**config.mk**
```make
export PLATFORM = sky130hd
export DESIGN_NAME = vga_scroll_controller
export DESIGN_NICKNAME = d
export VERILOG_FILES = /design/src/rtl/vga_scroll_controller_pkg.sv /design/src/rtl/vga_timing_gen.sv /design/src/rtl/vga_scroll_controller.sv
export SDC_FILE = /design/constraint.sdc
export NUM_CORES = 1
export LEC_CHECK = 0
export BUFFER_PORTS_ARGS = -buffer_cell sky130_fd_sc_hd__buf_2
export CORE_MARGIN = 8
export CORE_UTILIZATION = 43
export CTS_BUF_LIST = sky130_fd_sc_hd__clkbuf_4 sky130_fd_sc_hd__clkbuf_8
export CTS_CLUSTER_SIZE = 10
export DETAILED_ROUTE_END_ITERATION = 6
export SYNTH_ARGS = -nofsm -noshare
export SYNTH_HDL_FRONTEND = slang
export SYNTH_SLANG_ARGS = --single-unit
```
**constraint.sdc**
```tcl
create_clock -name iVGA_CLK -period 4.92 [get_ports iVGA_CLK]
set_clock_uncertainty 0.1 [all_clocks]
set_input_delay 0.984 -clock iVGA_CLK [delete_from_list [all_inputs] [get_ports iVGA_CLK]]
set_output_delay 0.984 -clock iVGA_CLK [all_outputs]
set_load 0.005 [all_outputs]
```
**src/rtl/vga_scroll_controller_pkg.sv**
```systemverilog
// Shared VGA defaults (640x480@60) and button bundle type for the scroll controller.
package vga_scroll_controller_pkg;
    localparam int DEF_H_ACTIVE = 640;
    localparam int DEF_H_FP     = 16;
    localparam int DEF_H_SYNC   = 96;
    localparam int DEF_H_BP     = 48;
    localparam int DEF_V_ACTIVE = 480;
    localparam int DEF_V_FP     = 10;
    localparam int DEF_V_SYNC   = 2;
    localparam int DEF_V_BP     = 33;

    typedef struct packed {
        logic up;
        logic down;
        logic left;
        logic right;
    } btn_t;

    localparam btn_t BTN_RELEASED = '1;
endpackage

```
**src/rtl/vga_timing_gen.sv**
```systemverilog
// Horizontal/vertical counters with raw sync, active and once-per-frame tick.
module vga_timing_gen #(
    parameter int H_ACTIVE = 640,
    parameter int H_FP     = 16,
    parameter int H_SYNC   = 96,
    parameter int H_BP     = 48,
    parameter int V_ACTIVE = 480,
    parameter int V_FP     = 10,
    parameter int V_SYNC   = 2,
    parameter int V_BP     = 33,
    parameter int HW       = 10,
    parameter int VW       = 10
) (
    input  logic          i_clk,
    input  logic          i_rst_n,
    output logic [HW-1:0] o_h_cnt,
    output logic [VW-1:0] o_v_cnt,
    output logic          o_hs,
    output logic          o_vs,
    output logic          o_active,
    output logic          o_frame_tick
);
    localparam int H_TOTAL = H_ACTIVE + H_FP + H_SYNC + H_BP;
    localparam int V_TOTAL = V_ACTIVE + V_FP + V_SYNC + V_BP;

    logic [HW-1:0] r_h_cnt;
    logic [VW-1:0] r_v_cnt;

    always_ff @(posedge i_clk or negedge i_rst_n) begin
        if (!i_rst_n) begin
            r_h_cnt <= '0;
            r_v_cnt <= '0;
        end else if (r_h_cnt == HW'(H_TOTAL - 1)) begin
            r_h_cnt <= '0;
            r_v_cnt <= (r_v_cnt == VW'(V_TOTAL - 1)) ? '0 : r_v_cnt + 1'b1;
        end else begin
            r_h_cnt <= r_h_cnt + 1'b1;
        end
    end

    assign o_h_cnt      = r_h_cnt;
    assign o_v_cnt      = r_v_cnt;
    assign o_active     = (r_h_cnt < HW'(H_ACTIVE)) && (r_v_cnt < VW'(V_ACTIVE));
    assign o_hs         = !((r_h_cnt >= HW'(H_ACTIVE + H_FP)) &&
                            (r_h_cnt <  HW'(H_ACTIVE + H_FP + H_SYNC)));
    assign o_vs         = !((r_v_cnt >= VW'(V_ACTIVE + V_FP)) &&
                            (r_v_cnt <  VW'(V_ACTIVE + V_FP + V_SYNC)));
    assign o_frame_tick = (r_h_cnt == '0) && (r_v_cnt == VW'(V_ACTIVE));
endmodule

```
**src/rtl/vga_scroll_controller.sv**
```systemverilog
// VGA front end: timing, wrap-around scrolled framebuffer addressing, and
// sync/blank/colour alignment to a fixed-latency memory path.
module vga_scroll_controller
    import vga_scroll_controller_pkg::*;
#(
    parameter int H_ACTIVE = DEF_H_ACTIVE,
    parameter int H_FP     = DEF_H_FP,
    parameter int H_SYNC   = DEF_H_SYNC,
    parameter int H_BP     = DEF_H_BP,
    parameter int V_ACTIVE = DEF_V_ACTIVE,
    parameter int V_FP     = DEF_V_FP,
    parameter int V_SYNC   = DEF_V_SYNC,
    parameter int V_BP     = DEF_V_BP,
    parameter int ADDR_W   = 19,
    parameter int STEP_X   = 1,
    parameter int STEP_Y   = 1,
    parameter int MEM_LAT  = 2
) (
    input  logic              iVGA_CLK,
    input  logic              iRST_n,
    input  logic              up,
    input  logic              down,
    input  logic              left,
    input  logic              right,
    output logic [ADDR_W-1:0] oADDR,
    input  logic [23:0]       iBGR,
    output logic              oHS,
    output logic              oVS,
    output logic              oBLANK_n,
    output logic [7:0]        b_data,
    output logic [7:0]        g_data,
    output logic [7:0]        r_data
);
    localparam int H_TOTAL = H_ACTIVE + H_FP + H_SYNC + H_BP;
    localparam int V_TOTAL = V_ACTIVE + V_FP + V_SYNC + V_BP;
    localparam int HW      = $clog2(H_TOTAL);
    localparam int VW      = $clog2(V_TOTAL);

    logic [HW-1:0] w_h_cnt;
    logic [VW-1:0] w_v_cnt;
    logic          w_hs, w_vs, w_active, w_frame_tick;

    vga_timing_gen #(
        .H_ACTIVE(H_ACTIVE), .H_FP(H_FP), .H_SYNC(H_SYNC), .H_BP(H_BP),
        .V_ACTIVE(V_ACTIVE), .V_FP(V_FP), .V_SYNC(V_SYNC), .V_BP(V_BP),
        .HW(HW), .VW(VW)
    ) u_timing (
        .i_clk       (iVGA_CLK),
        .i_rst_n     (iRST_n),
        .o_h_cnt     (w_h_cnt),
        .o_v_cnt     (w_v_cnt),
        .o_hs        (w_hs),
        .o_vs        (w_vs),
        .o_active    (w_active),
        .o_frame_tick(w_frame_tick)
    );

    btn_t r_btn_s1, r_btn_s2, w_press;

    always_ff @(posedge iVGA_CLK or negedge iRST_n) begin
        if (!iRST_n) begin
            r_btn_s1 <= BTN_RELEASED;
            r_btn_s2 <= BTN_RELEASED;
        end else begin
            r_btn_s1 <= {up, down, left, right};
            r_btn_s2 <= r_btn_s1;
        end
    end

    assign w_press = ~r_btn_s2;

    logic [HW-1:0] r_x_off, w_x_nxt, w_x_eff;
    logic [VW-1:0] r_y_off, w_y_nxt, w_y_eff;
    logic [HW:0]   w_x_inc, w_x_sum;
    logic [VW:0]   w_y_inc, w_y_sum;

    assign w_x_inc = {1'b0, r_x_off} + (HW+1)'(STEP_X);
    assign w_y_inc = {1'b0, r_y_off} + (VW+1)'(STEP_Y);

    // Opposing buttons cancel; each axis wraps within its active size.
    always_comb begin
        w_x_nxt = r_x_off;
        w_y_nxt = r_y_off;
        if (w_press.right && !w_press.left)
            w_x_nxt = (w_x_inc >= (HW+1)'(H_ACTIVE)) ? HW'(w_x_inc - (HW+1)'(H_ACTIVE))
                                                      : w_x_inc[HW-1:0];
        else if (w_press.left && !w_press.right)
            w_x_nxt = (r_x_off >= HW'(STEP_X)) ? r_x_off - HW'(STEP_X)
                                                : r_x_off + HW'(H_ACTIVE - STEP_X);
        if (w_press.down && !w_press.up)
            w_y_nxt = (w_y_inc >= (VW+1)'(V_ACTIVE)) ? VW'(w_y_inc - (VW+1)'(V_ACTIVE))
                                                      : w_y_inc[VW-1:0];
        else if (w_press.up && !w_press.down)
            w_y_nxt = (r_y_off >= VW'(STEP_Y)) ? r_y_off - VW'(STEP_Y)
                                                : r_y_off + VW'(V_ACTIVE - STEP_Y);
    end

    always_ff @(posedge iVGA_CLK or negedge iRST_n) begin
        if (!iRST_n) begin
            r_x_off <= '0;
            r_y_off <= '0;
        end else if (w_frame_tick) begin
            r_x_off <= w_x_nxt;
            r_y_off <= w_y_nxt;
        end
    end

    assign w_x_sum = {1'b0, w_h_cnt} + {1'b0, r_x_off};
    assign w_y_sum = {1'b0, w_v_cnt} + {1'b0, r_y_off};
    assign w_x_eff = (w_x_sum >= (HW+1)'(H_ACTIVE)) ? HW'(w_x_sum - (HW+1)'(H_ACTIVE))
                                                     : w_x_sum[HW-1:0];
    assign w_y_eff = (w_y_sum >= (VW+1)'(V_ACTIVE)) ? VW'(w_y_sum - (VW+1)'(V_ACTIVE))
                                                     : w_y_sum[VW-1:0];

    always_ff @(posedge iVGA_CLK or negedge iRST_n) begin
        if (!iRST_n)
            oADDR <= '0;
        else if (w_active)
            oADDR <= ADDR_W'(w_y_eff) * ADDR_W'(H_ACTIVE) + ADDR_W'(w_x_eff);
    end

    // Stage 0 lines up with oADDR; stage MEM_LAT lines up with iBGR.
    logic [MEM_LAT:0] r_hs_pipe, r_vs_pipe, r_act_pipe;

    always_ff @(posedge iVGA_CLK or negedge iRST_n) begin
        if (!iRST_n) begin
            r_hs_pipe  <= '1;
            r_vs_pipe  <= '1;
            r_act_pipe <= '0;
            oHS        <= 1'b1;
            oVS        <= 1'b1;
            oBLANK_n   <= 1'b0;
            b_data     <= '0;
            g_data     <= '0;
            r_data     <= '0;
        end else begin
            r_hs_pipe[0]  <= w_hs;
            r_vs_pipe[0]  <= w_vs;
            r_act_pipe[0] <= w_active;
            for (int i = 1; i <= MEM_LAT; i++) begin
                r_hs_pipe[i]  <= r_hs_pipe[i-1];
                r_vs_pipe[i]  <= r_vs_pipe[i-1];
                r_act_pipe[i] <= r_act_pipe[i-1];
            end
            oHS      <= r_hs_pipe[MEM_LAT];
            oVS      <= r_vs_pipe[MEM_LAT];
            oBLANK_n <= r_act_pipe[MEM_LAT];
            {b_data, g_data, r_data} <= r_act_pipe[MEM_LAT] ? iBGR : 24'd0;
        end
    end
endmodule

```
==> results of run 1 <==
==> routing by layer <==
| metal | routed length [um] | up-vias | track usage |
|---|---|---|---|
| met5 | 0 | - | 0 |
| met4 | 159 | 0 | 0.03959 |
| met3 | 556 | 12 | 0.02566 |
| met2 | 7106 | 104 | 0.2544 |
| met1 | 7177 | 2563 | 0.2026 |
| li1 | - | 2720 | - |
==> kinds of logic (layout without fill, tap and decap cells) <==
family	after synthesis	after routing	share of synthesized area
xor gates and xnor gates	64	64	0.08467
AOI/OAI and AO/OA	149	149	0.1470
muxes	12	12	0.01846
buffers and inverters	59	160	0.03655
DFF	103	103	0.3872
and+or+nand+nor	266	266	0.2079
adders and majority gates	61	61	0.1182
==> flip-flops by register name, indices dropped and copies added, names as in the netlist <==
signal / cells
r_btn_s2: 4
oADDR: 19
oBLANK_n: 1
r_x_off: 10
r_btn_s1: 4
r_data: 8
oVS: 1
r_hs_pipe: 3
oHS: 1
b_data: 8
u_timing.o_h_cnt: 10
r_y_off: 10
u_timing.o_v_cnt: 10
r_act_pipe: 3
r_vs_pipe: 3
g_data: 8
==> what timing repair did <==
| item | in CTS | in global routing |
|---|---|---|
| buffers inserted | 4 | 3 |
| hold endpoints to repair | 0 | 0 |
| setup endpoints to repair | 2 | 4 |
| pin swaps | 5 | 16 |
| resized for setup | 4 | 29 |
==> worst max path at each step <==
stage                        startpoint   endpoint  slack (ns)  cells after the start
finish              u_timing.o_v_cnt[0]  oADDR[18]        0.18                     20
global route                 r_y_off[0]  oADDR[18]       -0.06                     20
CTS                 u_timing.o_v_cnt[2]  oADDR[18]        0.03                     19
detailed placement           r_y_off[0]  oADDR[18]       -0.05                     20
global placement             r_y_off[0]  oADDR[18]        0.03                     19
floorplan                    r_y_off[0]  oADDR[18]        0.03                     20
==> stage by stage <==
step | power (mW) | util | setup WS, ns | instances
floorplan | 0.9003 | - | 0.03357 | 714
global placement | 0.9401 | 0.4881 | 0.03372 | 980
detailed placement | 0.9419 | 0.4881 | -0.05040 | 980
CTS | 1.490 | 0.5045 | 0.03308 | 1000
global route | 1.534 | 0.5172 | -0.05898 | 1003
finish | 1.469 | 0.5172 | 0.1781 | 1003
==> cell usage in the layout, fill, tap and decap left out, types with 10 or more instances in the layout <==
cell,netlist,routed
a21oi_1,32,31
nor4_1,12,12
and2_1,29,29
inv_1,34,34
nand3_1,21,18
xor2_1,31,30
dfstp_2,16,16
nor3_1,17,17
xnor2_1,32,29
o21ai_0,44,44
nand2_1,72,72
ha_1,57,50
nand4_1,10,10
buf_2,4,74
buf_4,1,35
dfrtp_1,87,87
nor2_1,52,51
==> critical path, delay by kind of cell (launching register included) <==
family,cells,cell delay [ns]
mux,1,0.35
fa+ha+maj,5,1.31
simple gates,5,0.90
compound gates,7,1.27
flops,1,0.40
xor+xnor,2,0.27
==> final cells by class <==
class,instances,share of cell area
timing repair buffer,110,0.08195
clock inverter,7,0.01018
sequential,103,0.3304
clock buffer,9,0.01575
multi-input combinational,552,0.5156
inverter,34,0.01623
tap,188,0.02992
==> power by group through the flow <==
stage / logic (mW) / registers (mW) / clock network (mW)
detailed placement: 0.0605 / 0.881 / 0
CTS: 0.0609 / 0.865 / 0.564
finish: 0.0586 / 0.865 / 0.545
floorplan: 0.0170 / 0.883 / 0
global placement: 0.0591 / 0.881 / 0
global route: 0.0684 / 0.867 / 0.599
==> results.ini, run 1 <==
[floorplanning]
num_rows=45
initial_core_util=0.4413
die_h_um=140.9
core_area_sq_um=15200
dieArea_sq_um=19860
dieWidth_um=140.9
io_pins=76

[hold_path]
hold_path_class=reg -> reg
holdCritStartpoint=r_vs_pipe[1]
hold-path-cell-count=0
hold_path_end=r_vs_pipe[2]

[power_and_ir_drop]
clockPowerShare=0.371
p_sw_uw=376.3
p_seq_frac=0.589
irDropWorstVdd_mv=0.1186
p_leak_nw=3.654
p_comb_frac=0.040
p_int_mw=1.093
swShare=0.2561
power.density_nw_per_um2=186.9

[sta]
fin_crit_sh=0.9638
finalHoldViolations=0
setup_viol=0
finalHoldWorstSlack_ns=0.2590
period_needed_ns=4.742
max_freq_mhz=210.9
worstMarginPinSlew_ns=0.9125
relSlewSlack=0.3917
rsz0062_at_grt=yes
fin_setup_tns_ns=0
maxSlewViolCount=0

[routing]
drc=0
num_vias=5399
dr.pass1.iters=5
wl_per_cell_um=14.96
antenna_left=0
wl_um=15000
drt_iter0_drc=309
viasPerCell=5.383

[critical_path]
arrival_ns=4.88
path_max_fanout=4
crit_chain=ha_2, fa_2, a211oi_4, or2_4, o311ai_4, ha_2, a41oi_2, nor3_2, nor2_2, mux2_4, ha_4, ha_4, or2_2, o311a_1, o31a_1, o21a_1, nor2_2, xnor2_2, xnor2_1, o21ai_1
crit_type=reg -> reg
r2r_slack_ns=0.18
start_kind=register
timing.rr.start=u_timing.o_v_cnt[0]
reg2reg_depth=20
critical_path_required_ns=5.06
rr_endpoint=oADDR[18]
critPathMaxStageDelay_ns=0.40
worstSetupEndpointType=register
slowest_stage=dfrtp_1

[synthesis]
ys_top_cells_by_area=dfrtp_1 (32%), ha_1 (11%), dfstp_2 (6.3%)
synth_top_cell_by_area=dfrtp_1
synth_area_sq_um=6709
synthCells=714
yosys_warnings=0
yosysMostFrequentCell=dfrtp_1
synth-seq-cells=103
synth_commonest_cells=dfrtp_1 (87), nand2_1 (72), ha_1 (57)
synth.distinct_cells=80
synth_edf_count=0
synth_nets=805
synthFlopType=dfrtp_1
synth_top_cell_area_share=0.3245
ys_seq_area_frac=0.3872
synth_async_sr_flop_share=1.000
syn_avg_cell_area_sq_um=9.396

[clocking]
clock-sinks=103
holdBufCountCts=0
clockBufferDepth=2
root_buffer=clkbuf_8
cts_tree=yes
path_clk_slew_ns=0.11
clkLatencyLatePin_ns=0.38
h-tree-depth=3
numCtsBuffers=9

[final_layout]
fin_area_sq_um=7863
regArea_sq_um=2597
fillCellCount=1372
syn_to_final_growth_pct=17.20
final_nets=901
drive_gt1_frac=0.2405
insertedDiodeCount=0
multi_input_area_sq_um=4054

[global_route]
grt_pass1_wl_um=25510
grt_usage=0.1531
grt_pass1_vias=5302
overflow=0
antenna_found_initial=0
grt_max_degree=73

[place]
dp_hpwl_um=11210
postPlaceCellArea_sq_um=7420
io_buffers=75
gp_congestion=0.8264

[job]
maxCapViolCount=0

[outcome]
status=completed

Power figures use the tool's default switching activity.
==> run 2: changes to the inputs <==
--- a/config.mk
+++ b/config.mk
@@ -11,6 +11,7 @@
 export CTS_BUF_LIST = sky130_fd_sc_hd__clkbuf_4 sky130_fd_sc_hd__clkbuf_8
 export CTS_CLUSTER_SIZE = 10
 export DETAILED_ROUTE_END_ITERATION = 6
+export REMOVE_ABC_BUFFERS = 1
 export SYNTH_ARGS = -nofsm -noshare
 export SYNTH_HDL_FRONTEND = slang
 export SYNTH_SLANG_ARGS = --single-unit
==> results.ini, run 2 (synthesis gave the netlist of run 1 again) <==
[outcome]
status=completed

[final_layout]
syn_to_final_growth_pct=18.16
insertedDiodeCount=0  ; unchanged
fin_area_sq_um=7928  ; +0.83%
final_nets=905  ; +0.44%
largest_reg_flops=19  ; unchanged
layout_commonest_cell=dfrtp_1
layoutNonFillerInstCount=1007  ; +0.40%
drive_gt1_frac=0.2418  ; +0.001267
final_cell_mix=dfrtp_1 (87), buf_2 (74), nand2_1 (72)
regArea_sq_um=2597  ; unchanged
multi_input_area_sq_um=4070  ; +0.40%
largest_register=oADDR
fillCellCount=1408  ; +2.6%

[sta]
fin_crit_sh=0.9503  ; -0.01353
relSlewSlack=0.4511  ; +0.05942
finalHoldViolations=0  ; unchanged
worstMarginPinSlew_ns=0.8233  ; -0.08912 ns
finalHoldWorstSlack_ns=0.2580  ; -0.001041 ns
period_needed_ns=4.675  ; -0.06658 ns
setup_viol=0  ; unchanged
max_freq_mhz=213.9  ; +1.4%
maxSlewViolCount=0  ; unchanged

[routing]
viasPerCell=5.364  ; -0.34%
dr.pass1.iters=5  ; unchanged
drc=0  ; unchanged
wl_per_cell_um=14.78  ; -1.2%
wl_um=14880  ; -0.79%
num_vias=5402  ; +0.056%
antenna_left=0  ; unchanged
drt_iter0_drc=378  ; +22%

[place]
postPlaceCellArea_sq_um=7430  ; +0.13%
dp_hpwl_um=11280  ; +0.63%
gp_congestion=0.8930  ; +8.1%
dpl.cell_count=982  ; +0.20%
io_buffers=75  ; unchanged

[critical_path]
critPathLaunch=u_timing.o_v_cnt[0]
critical_path_required_ns=5.07  ; about the same
r2r_slack_ns=0.24  ; +0.07 ns
crit_type=reg -> reg
arrival_ns=4.82  ; -0.06 ns
critPathMaxStageDelay_ns=0.43  ; +0.03 ns
path_common_cell=ha_4
worstSetupEndpointType=register
crit_chain=ha_2, fa_2, a211oi_2, o21bai_1, a2111oi_2, a41oi_2, nor3_2, nor2_2, mux2_4, ha_4, ha_4, buf_4, nand3_1, o2111ai_1, xor2_1, and4_1, nand3_2, xnor2_2, xnor2_1, o21ai_1
reg2reg_depth=20  ; unchanged
rr_endpoint=oADDR[18]
start_kind=register
timing.rr.start=u_timing.o_v_cnt[0]
path_max_fanout=4  ; unchanged
slowest_stage=a2111oi_2

[global_route]
grt_usage=0.1515  ; -0.001606
grt_pass1_vias=5305  ; +0.057%
overflow=0  ; unchanged
grt_pass1_wl_um=25030  ; -1.9%
antenna_found_initial=0  ; unchanged
grt_max_degree=67  ; -8.2%

[hold_path]
hold_path_class=reg -> reg
holdCritStartpoint=r_vs_pipe[1]
hold_path_end=r_vs_pipe[2]
hold-path-cell-count=0  ; unchanged

[clocking]
path_clk_slew_ns=0.11  ; about the same
root_buffer=clkbuf_8
clkLatencyLatePin_ns=0.39  ; about the same
h-tree-depth=3  ; unchanged
numCtsBuffers=9  ; unchanged
cts_tree=yes
clockBufferDepth=2  ; unchanged
clock-sinks=103  ; unchanged

[floorplanning]
core_area_sq_um=15200  ; unchanged
num_rows=45  ; unchanged
die_h_um=140.9  ; unchanged
io_pins=76  ; unchanged
initial_core_util=0.4413  ; unchanged
dieWidth_um=140.9  ; unchanged
dieArea_sq_um=19860  ; unchanged

[power_and_ir_drop]
p_seq_frac=0.576  ; -0.013
p_int_mw=1.139  ; +4.2%
p_sw_uw=363.8  ; -3.3%
power.total_mw=1.503  ; +2.3%
p_leak_nw=3.684  ; +0.83%
p_comb_frac=0.039  ; about the same
power.density_nw_per_um2=189.6  ; +1.5%
irDropWorstVdd_mv=0.1443  ; +22%
swShare=0.2421  ; -0.01408
clockPowerShare=0.385  ; +0.014

[job]
maxCapViolCount=0  ; unchanged

## run 2: changes by cell type in the layout (fill, tap and decap cells not counted), moves of 2 or more
cell	previous run	this run
xnor2_2	3	1
a211oi_2	0	2
nor2_1	51	49
nor2_2	2	4
nand3_1	18	20
buf_4	35	38
## run 2: cell type report
cell class	count	share of cell area
clock buffer	9	0.01563
tap	188	0.02967
sequential	103	0.3277
inverter	34	0.01610
multi-input combinational	552	0.5134
timing repair buffer	114	0.08554
clock inverter	7	0.01199
## run 2: worst max path at each step
stage                endpoint  slack, ns  cells past startpoint
floorplan           oADDR[18]      -0.04                     20
global placement    oADDR[18]       0.06                     19
detailed placement  oADDR[18]      -0.19                     20
CTS                 oADDR[18]      0.007                     21
global route        oADDR[18]     -0.007                     21
finish              oADDR[18]       0.24                     20
## run 2: worst max-delay path, delay by kind of cell (launching register included)
family	cells	cell delay [ns]
AOI/OAI and AO/OA	6	1.29
adders and majority gates	4	1.08
and+or+nand+nor	5	0.71
xor gates and xnor gates	3	0.50
DFF	1	0.40
muxes	1	0.32
buffers and inverters	1	0.12
## run 2: power by group through the flow
stage          logic (mW)  registers [mW]  clock network [mW]
3_5_place_dp       0.0603           0.881                   0
3_3_place_gp       0.0592           0.881                   0
4_1_cts            0.0605           0.865               0.605
5_1_grt            0.0678           0.867               0.636
2_1_floorplan      0.0166           0.883                   0
6_report           0.0585           0.865               0.579
## run 2: timing repair
| item | CTS | global route |
|---|---|---|
| gates resized for setup | 7 | 29 |
| setup endpoints to repair | 4 | 4 |
| setup buffers | 3 | 6 |
| hold buffers | 0 | 0 |
| pin swaps | 4 | 23 |
## run 2: metrics by stage
stage | TNS [ns] | utilization | setup WS [ns]
after floorplan | -0.03610 | - | -0.03610
after global placement | 0 | 0.4887 | 0.06157
after detailed placement | -0.3526 | 0.4887 | -0.1934
after CTS | 0 | 0.5066 | 0.006902
after global routing | -0.007068 | 0.5215 | -0.007068
final | 0 | 0.5215 | 0.2446
## run 2: layer usage
metal  part of all wire  track usage
met2               0.47       0.2506
met3              0.045      0.03376
met4             0.0090      0.03790
met1               0.48       0.1967
met5                  0            0
==> run 3: changes to the inputs <==
--- a/config.mk
+++ b/config.mk
@@ -6,11 +6,13 @@
 export NUM_CORES = 1
 export LEC_CHECK = 0
 export BUFFER_PORTS_ARGS = -buffer_cell sky130_fd_sc_hd__buf_2
+export CORE_ASPECT_RATIO = 1.2
 export CORE_MARGIN = 8
-export CORE_UTILIZATION = 43
+export CORE_UTILIZATION = 55
 export CTS_BUF_LIST = sky130_fd_sc_hd__clkbuf_4 sky130_fd_sc_hd__clkbuf_8
 export CTS_CLUSTER_SIZE = 10
 export DETAILED_ROUTE_END_ITERATION = 6
+export PLACE_DENSITY = 0.79
 export REMOVE_ABC_BUFFERS = 1
 export SYNTH_ARGS = -nofsm -noshare
 export SYNTH_HDL_FRONTEND = slang
==> results.ini, run 3 (synthesis gave the netlist of run 1 again) <==
[clocking]
path_clk_slew_ns=0.11  ; about the same
clockBufferDepth=2  ; unchanged
numCtsBuffers=9  ; unchanged
clock-sinks=103  ; unchanged
holdBufCountCts=0  ; unchanged
root_buffer=clkbuf_8
h-tree-depth=3  ; unchanged
clkLatencyLatePin_ns=0.38  ; about the same
cts_tree=yes

[power_and_ir_drop]
p_sw_uw=366.2  ; +0.66%
p_leak_nw=3.621  ; -1.7%
power.total_mw=1.454  ; -3.2%
clockPowerShare=0.364  ; -0.021
irDropWorstVdd_mv=0.1448  ; +0.39%
p_int_mw=1.088  ; -4.5%
p_comb_frac=0.041  ; +0.002
p_seq_frac=0.595  ; +0.019
power.density_nw_per_um2=186.8  ; -1.5%
swShare=0.2518  ; +0.009784

[routing]
dr.pass1.iters=5  ; unchanged
drt_iter0_drc=394  ; +4.2%
antenna_left=0  ; unchanged
wl_per_cell_um=16.24  ; +9.9%
drc=0  ; unchanged
num_vias=5628  ; +4.2%
wl_um=15790  ; +6.1%
viasPerCell=5.790  ; +7.9%

[final_layout]
fillCellCount=994  ; -29%
final_cell_mix=dfrtp_1 (85), buf_2 (74), nand2_1 (72)
largest_register=oADDR
syn_to_final_growth_pct=16.06
final_nets=897  ; -0.88%
drive_gt1_frac=0.2343  ; -0.007480
layoutNonFillerInstCount=972  ; -3.5%
layout_commonest_cell=dfrtp_1
largest_reg_flops=19  ; unchanged
insertedDiodeCount=0  ; unchanged

[critical_path]
critPathTopFamily=compound AO/OA/AOI/OAI gates
crit_type=reg -> reg
path_max_fanout=5  ; +1
start_kind=register
crit_buf_inv=0  ; -1
crit_chain=ha_2, fa_2, a211oi_2, o21bai_1, a2111oi_4, a41oi_2, nor3_2, nor2_2, mux2_1, ha_4, ha_4, or2_2, o311a_1, o31a_1, o21a_1, nor2_1, xnor2_1, xnor2_1, o21ai_1
critical_path_required_ns=5.07  ; about the same
slowest_stage=dfrtp_1
worstSetupEndpointType=register
arrival_ns=4.95  ; +0.13 ns
critPathMaxStageDelay_ns=0.40  ; -0.03 ns

[global_route]
overflow=0  ; unchanged
grt_pass1_wl_um=25140  ; +0.44%
grt_max_degree=64  ; -4.5%
antenna_found_initial=0  ; unchanged
grt_pass1_vias=5477  ; +3.2%
grt_usage=0.1950  ; +0.04351

[sta]
relSlewSlack=0.4590  ; +0.007938
finalHoldWorstSlack_ns=0.2560  ; -0.001914 ns
max_freq_mhz=208.4  ; -2.6%
fin_crit_sh=0.9754  ; +0.02508
setup_viol=0  ; unchanged
finalHoldViolations=0  ; unchanged
final.setup.worst_slack_ns=0.1212  ; -0.1234 ns
worstMarginPinSlew_ns=0.8114  ; -0.01191 ns
maxSlewViolCount=0  ; unchanged
period_needed_ns=4.799  ; +0.1234 ns

[floorplanning]
core_area_sq_um=12000  ; -21%
initial_core_util=0.5590  ; +0.1177
dieWidth_um=116.8  ; -17%
io_pins=76  ; unchanged
dieArea_sq_um=16000  ; -19%
die_h_um=137.0  ; -2.8%
num_rows=44  ; -2.2%

[place]
io_buffers=75  ; unchanged
dp_hpwl_um=11750  ; +4.1%
dpl.cell_count=954  ; -2.9%
dp_worst_setup_slack_ns=-0.09228  ; +0.1011 ns
gp_congestion=0.9160  ; +2.6%

[hold_path]
hold_path_class=reg -> reg

[outcome]
status=completed

[job]
maxCapViolCount=0  ; unchanged

[run 3: layout make-up]
class | count | area (sq um) | share of cell area
Tap cell | 161 | 201.4 | 0.02587
Clock buffer | 9 | 123.9 | 0.01591
Clock inverter | 7 | 73.82 | 0.009481
Sequential cell | 103 | 2600 | 0.3339
Multi-Input combinational cell | 552 | 4049 | 0.5200
Inverter | 34 | 127.6 | 0.01639
Timing Repair Buffer | 106 | 610.6 | 0.07842
[run 3: layer usage]
| layer | global-route usage | part of all wire | vias to the layer above |
|---|---|---|---|
| met4 | 0.08054 | 0.022 | 0 |
| met5 | 0 | 0 | - |
| met3 | 0.03355 | 0.063 | 25 |
| li1 | - | - | 2719 |
| met1 | 0.2259 | 0.41 | 2724 |
| met2 | 0.3460 | 0.51 | 160 |
[run 3: worst paths after layout]
path	startpoint	end	slack [ns]	cells after the start
setup / recovery	r_y_off[0]	oADDR[18]	0.12	19
hold reg to reg	r_hs_pipe[0]	r_hs_pipe[1]	0.26	0
hold / removal	r_hs_pipe[0]	r_hs_pipe[1]	0.26	0
max in group asynchronous	iRST_n	oVS	3.09	2
min in group asynchronous	iRST_n	r_x_off[9]	0.59	1
setup reg to reg	r_y_off[0]	oADDR[18]	0.12	19
[run 3: power groups by stage]
| stage | clock network (mW) | logic, mW | registers (mW) |
|---|---|---|---|
| final | 0.530 | 0.0593 | 0.865 |
| after global routing | 0.577 | 0.0674 | 0.867 |
| after floorplan | 0 | 0.0166 | 0.883 |
| after detailed placement | 0 | 0.0615 | 0.881 |
| after CTS | 0.541 | 0.0616 | 0.865 |
| after global placement | 0 | 0.0588 | 0.881 |
[run 3: worst register-to-register path, cell delays in order (launching register included)]
cell       delay [ns]
dfrtp_1          0.40
ha_2             0.21
fa_2             0.37
a211oi_2         0.29
o21bai_1         0.16
a2111oi_4        0.34
a41oi_2          0.18
nor3_2           0.25
nor2_2           0.07
mux2_1           0.37
ha_4             0.30
ha_4             0.21
or2_2            0.32
o311a_1          0.16
o31a_1           0.29
o21a_1           0.18
nor2_1           0.12
xnor2_1          0.15
xnor2_1          0.14
o21ai_1          0.07
[run 3: repair_timing]
item                       CTS  global route
pin swaps                    2            11
setup endpoints to repair    2             4
buffers inserted             1             1
gates resized for setup      6            27
[run 3: through the flow]
stage	utilization	TNS, ns	instance area [sq um]
2_1_floorplan	-	-0.03610	6591
3_3_place_gp	0.6156	0	7388
3_5_place_dp	0.6156	-0.1400	7388
4_1_cts	0.6346	0	7616
5_1_grt	0.6488	-0.1399	7786
6_report	0.6488	0	7786
